--- src/rtl/fetch_datapath.sv ---
// Multicycle MIPS fetch/PC stage: PC, IR, MDR and ALUOut registers plus IR field decode.
// Sequencing is owned by the control unit; this block only reacts to its strobes.
module fetch_datapath #(
  parameter logic [31:0] RESET_PC = 32'h0000_0000,
  parameter int          CNT_W    = 16
) (
  input  logic             clk,
  input  logic             rst,
  input  logic             PCWrite,
  input  logic             Branch,
  input  logic             Zero,
  input  logic             IorD,
  input  logic             IRWrite,
  input  logic [1:0]       PCSrc,
  input  logic [31:0]      ALUResult,
  input  logic [31:0]      MemRdata,
  output logic [31:0]      MemAddr,
  output logic [31:0]      pc,
  output logic [5:0]       OPcode,
  output logic [5:0]       funct,
  output logic [4:0]       rs,
  output logic [4:0]       rt,
  output logic [4:0]       rd,
  output logic [15:0]      imm,
  output logic [31:0]      mdr,
  output logic [31:0]      aluout,
  output logic             pc_misaligned,
  output logic [CNT_W-1:0] instr_count
);

  logic [31:0] ir;
  logic        pc_en;
  logic        pc_load;
  logic [31:0] pc_next;

  // PCSrc=11 is a hold select, so it suppresses the write even when pc_en is set.
  // The jump target uses the registered (old) IR, so a fetch in the same cycle cannot affect it.
  always_comb begin
    pc_en   = PCWrite | (Branch & Zero);
    pc_next = pc;
    unique case (PCSrc)
      2'b00:   pc_next = ALUResult;
      2'b01:   pc_next = aluout;
      2'b10:   pc_next = {pc[31:28], ir[25:0], 2'b00};
      default: pc_next = pc;
    endcase
    pc_load = pc_en & (PCSrc != 2'b11);
  end

  // Reset wins over every enable, discarding any fetch or PC update pending that cycle.
  always_ff @(posedge clk) begin
    if (rst) begin
      pc          <= RESET_PC;
      ir          <= '0;
      mdr         <= '0;
      aluout      <= '0;
      instr_count <= '0;
    end else begin
      if (pc_load)
        pc <= pc_next;
      if (IRWrite) begin
        ir <= MemRdata;
        if (instr_count != {CNT_W{1'b1}})
          instr_count <= instr_count + CNT_W'(1);
      end
      mdr    <= MemRdata;
      aluout <= ALUResult;
    end
  end

  assign MemAddr       = IorD ? aluout : pc;
  assign OPcode        = ir[31:26];
  assign rs            = ir[25:21];
  assign rt            = ir[20:16];
  assign rd            = ir[15:11];
  assign imm           = ir[15:0];
  assign funct         = ir[5:0];
  assign pc_misaligned = |pc[1:0];

endmodule

--- config.mk ---
export PLATFORM = sky130hd
export DESIGN_NAME = fetch_datapath
export DESIGN_NICKNAME = d
export VERILOG_FILES = /design/src/rtl/fetch_datapath.sv
export SDC_FILE = /design/constraint.sdc
export NUM_CORES = 1
export LEC_CHECK = 0
export CORE_MARGIN = 5
export CORE_UTILIZATION = 34
export DETAILED_ROUTE_END_ITERATION = 10
export PLACE_DENSITY = 0.68
export REMOVE_ABC_BUFFERS = 1
export SYNTH_ARGS = -nofsm -noshare
export SYNTH_HDL_FRONTEND = slang
export SYNTH_SLANG_ARGS = --single-unit
--- constraint.sdc ---
create_clock -name clk -period 1.5 [get_ports clk]
set_input_delay 0.15 -clock clk [delete_from_list [all_inputs] [get_ports clk]]
set_output_delay 0.15 -clock clk [all_outputs]
set_load 0.005 [all_outputs]
==> metrics.txt <==
Worst Path Max Fanout 4; Crit Reg-Reg Startpoint instr_count[1]; worst r2r path cells 6; First-pass DRT Iterations 4; crit path launch type register; initial core utilization 34.4%; total die area 0.0201 mm²; net count reported at finish around 1000; CTS sink cnt between 100 and 150; Critical Path Sink Type register; CTS Buf Count 17; Post-Synthesis Cells 611; P&R area growth vs syn 72.6%; fin crit share 99.5%; Netlist cell types 39; Power Internal 7.84 mW; CP Data Required Time 1.80 ns; Clock Latency Late Sink 0.42 ns; final hold vios 0; CTS tree yes; Post-Layout Cell Count 1132; FF-to-FF End instr_count[3]; Setup crit start instr_count[1]; post-DP HPWL 14.4 mm; number of DRC markers in iteration 0 207; Post-Route Setup TNS 0 ns; Fill cells 1508; Sequential Power Share 40.5%; Congestion Overflow GR 0; Cell Area, Synth 0.00592 mm²; Placer Congestion 0.804; Lkg Pwr roughly 4.3 nW; Power Dens Cells 1020 mW/mm²; Worst-Margin Slew 0.409 ns; sequential element share of the synthesized area between 40% and 50%; endpoints failing setup 0; Port Buffers 260; share of cells above drive strength 1 between 20% and 30%; io pins 261; CTS max path bufs 2; DRC 0; Final Skew roughly 0.0086 ns; reported max-cap violation count 0; Die Span X 142 µm; FF-to-FF setup slack 0.008 ns; Mean Syn Cell Area just under 10 µm²; Total GRT Usage 19.0%; Fmax about 0.67 GHz; Critical path destination instr_count[3]; WL per Instance approximately 18 µm; Psw 2.58 mW; CTS root buf clkbuf_16; die height 142 µm; max-slew violations 0; Hold Path Class in2reg; Yosys Warn Count 0; Sw Share 24.8%; clock power share 41.6%; Routed Antenna Nets 0; largest net degree at the start of global routing 55; VDD IR max 0.776 mV; initial antenna violation count 0; detailed-route wire length 20.3 mm; CP arrival about 1.8 ns; Worst Setup Path Type reg2reg; Core Rows 48; routed via count 5651; global-route wire length before repair 30.3 mm; Clock Pin Slew Worst Setup and Hold Paths 0.06 ns; vias per cell 4.99; post-layout min period around 1.5 ns; ANT cells 0; outcome completed; Synth Register Bits 144; vias in the first global route 5497; dpl cells 1092; RSZ-0062 raised after global routing yes; core region area 0.0172 mm²; max_slew headroom 72.8%; H-tree depth 4; combinational share of power 17.9%
==> state kept, by name, summed over array words and instances (netlist names) <==
name / flops
aluout: 32
instr_count: 16
mdr: 32
pc: 32
ir: 32
==> kinds of logic after synthesis <==
family                   Yosys count  synth area share [%]
AND/OR/NAND/NOR                  224                  19.6
flip-flops                       144                  48.7
AO/OA/AOI/OAI                    103                  12.3
multiplexers                      72                  13.0
buffers and inverters             63                  5.29
adder cells (fa/ha/maj)            5                  1.06
==> cell usage after synthesis <==
cell type    n  area, µm²
a2111oi_0   26        228
a211oi_1     2       15.0
a21boi_1     1       7.51
a21boi_2     1       11.3
a21oi_1     34        170
a22oi_1     26        195
a311oi_1     6       52.6
a31oi_1      1       6.26
a41oi_1      1       8.76
and2_1       3       18.8
and3_1       2       12.5
and4_1       5       43.8
and4_4       1       11.3
buf_1        4       15.0
buf_2       22        110
buf_4       13       97.6
clkbuf_1    21       78.8
dfxtp_1    144       2880
ha_1         5       62.6
inv_1        3       11.3
mux2_1       2       22.5
mux2_2      36        405
mux2i_1     34        340
nand2_1      5       18.8
nand2b_1     6       37.5
nand3_1      7       35.0
nand3_2      1       10.0
nand4_1      4       25.0
nor2_1     103        387
nor2b_1     72        450
nor3_1       7       35.0
nor3_4       1       16.3
nor3b_1      1       7.51
nor4_4       1       21.3
o2111a_1     1       11.3
o21ai_0      3       15.0
o31ai_1      1       7.51
or2_2        2       12.5
or3_1        3       18.8
==> worst min-delay path by stage <==
| stage | end | slack, ns | from | cells past startpoint |
|---|---|---|---|---|
| after floorplan | instr_count[15] | 0.22 | rst | 1 |
| after global placement | ir[26] | 0.48 | ir[26] | 2 |
| after detailed placement | ir[30] | 0.48 | ir[30] | 2 |
| after CTS | ir[12] | 0.13 | rst | 2 |
| after global routing | ir[12] | 0.14 | rst | 2 |
| final | ir[12] | 0.15 | rst | 2 |
==> metrics by stage <==
| step | setup WS [ns] | hold WS [ns] | instance area (µm²) | utilization [%] | power [mW] |
|---|---|---|---|---|---|
| 3_3_place_gp | -0.523 | 0.476 | 9060 | 52.7 | 5.97 |
| 3_5_place_dp | -0.548 | 0.483 | 9060 | 52.7 | 6.00 |
| 6_report | 0.00798 | 0.151 | 10200 | 59.4 | 10.4 |
| 2_1_floorplan | -0.439 | 0.219 | 5610 | - | 4.77 |
| 4_1_cts | 0.00220 | 0.132 | 9840 | 57.3 | 10.3 |
| 5_1_grt | -0.0357 | 0.145 | 10200 | 59.4 | 10.8 |
==> worst max-delay path, stage by stage, from the launching register on <==
cell and delay [ns]:
dfxtp_4 0.36, ha_4 0.16, nand4_1 0.15, nor3_4 0.06, buf_6 0.13, a21boi_1 0.16, mux2_2 0.35
==> metal layers <==
| layer | global-route usage, % | wire, µm |
|---|---|---|
| met3 | 6.47 | 1720 |
| met1 | 24.3 | 8740 |
| met2 | 31.3 | 9700 |
| met4 | 3.94 | 131 |
| met5 | 0 | 0 |
==> what timing repair did <==
item	CTS	global route
resized for setup	115	91
pin swaps	11	10
setup endpoints to repair	107	80
setup buffers	3	2
hold buffers	0	0
gates cloned	1	3
==> power by group through the flow <==
stage | Combinational (mW) | Sequential, mW | Clock (mW)
floorplan | 0.493 | 4.27 | 0
global placement | 1.69 | 4.29 | 0
detailed placement | 1.70 | 4.29 | 0
CTS | 1.73 | 4.22 | 4.39
global route | 2.00 | 4.25 | 4.56
finish | 1.87 | 4.22 | 4.34
==> area by class of cell <==
type,count,area (µm²),area share (%)
clock buffers,20,447,4.38
inverters,3,11.3,0.110
well taps,225,282,2.76
flip-flops and latches,144,2950,28.9
multi-input cells,404,3060,29.9
repair buffers,324,3310,32.4
clock inverters,12,159,1.56
==> cell usage in the layout (no fill, tap or decap), types with 5 or more instances in the layout <==
cell,count
a2111oi_2,17
a21oi_1,32
a22oi_1,26
a311oi_1,6
buf_12,12
buf_4,41
buf_6,7
clkbuf_16,20
clkdlybuf4s50_1,191
dfxtp_1,101
dfxtp_2,39
dlygate4sd2_1,49
dlymetal6s2s_1,15
mux2_2,33
mux2_4,5
mux2i_1,34
nand2_1,5
nand2b_1,6
nand3_1,7
nor2_1,102
nor2b_1,72
nor3_1,5
Note: power is estimated with default switching activity, not from simulation.
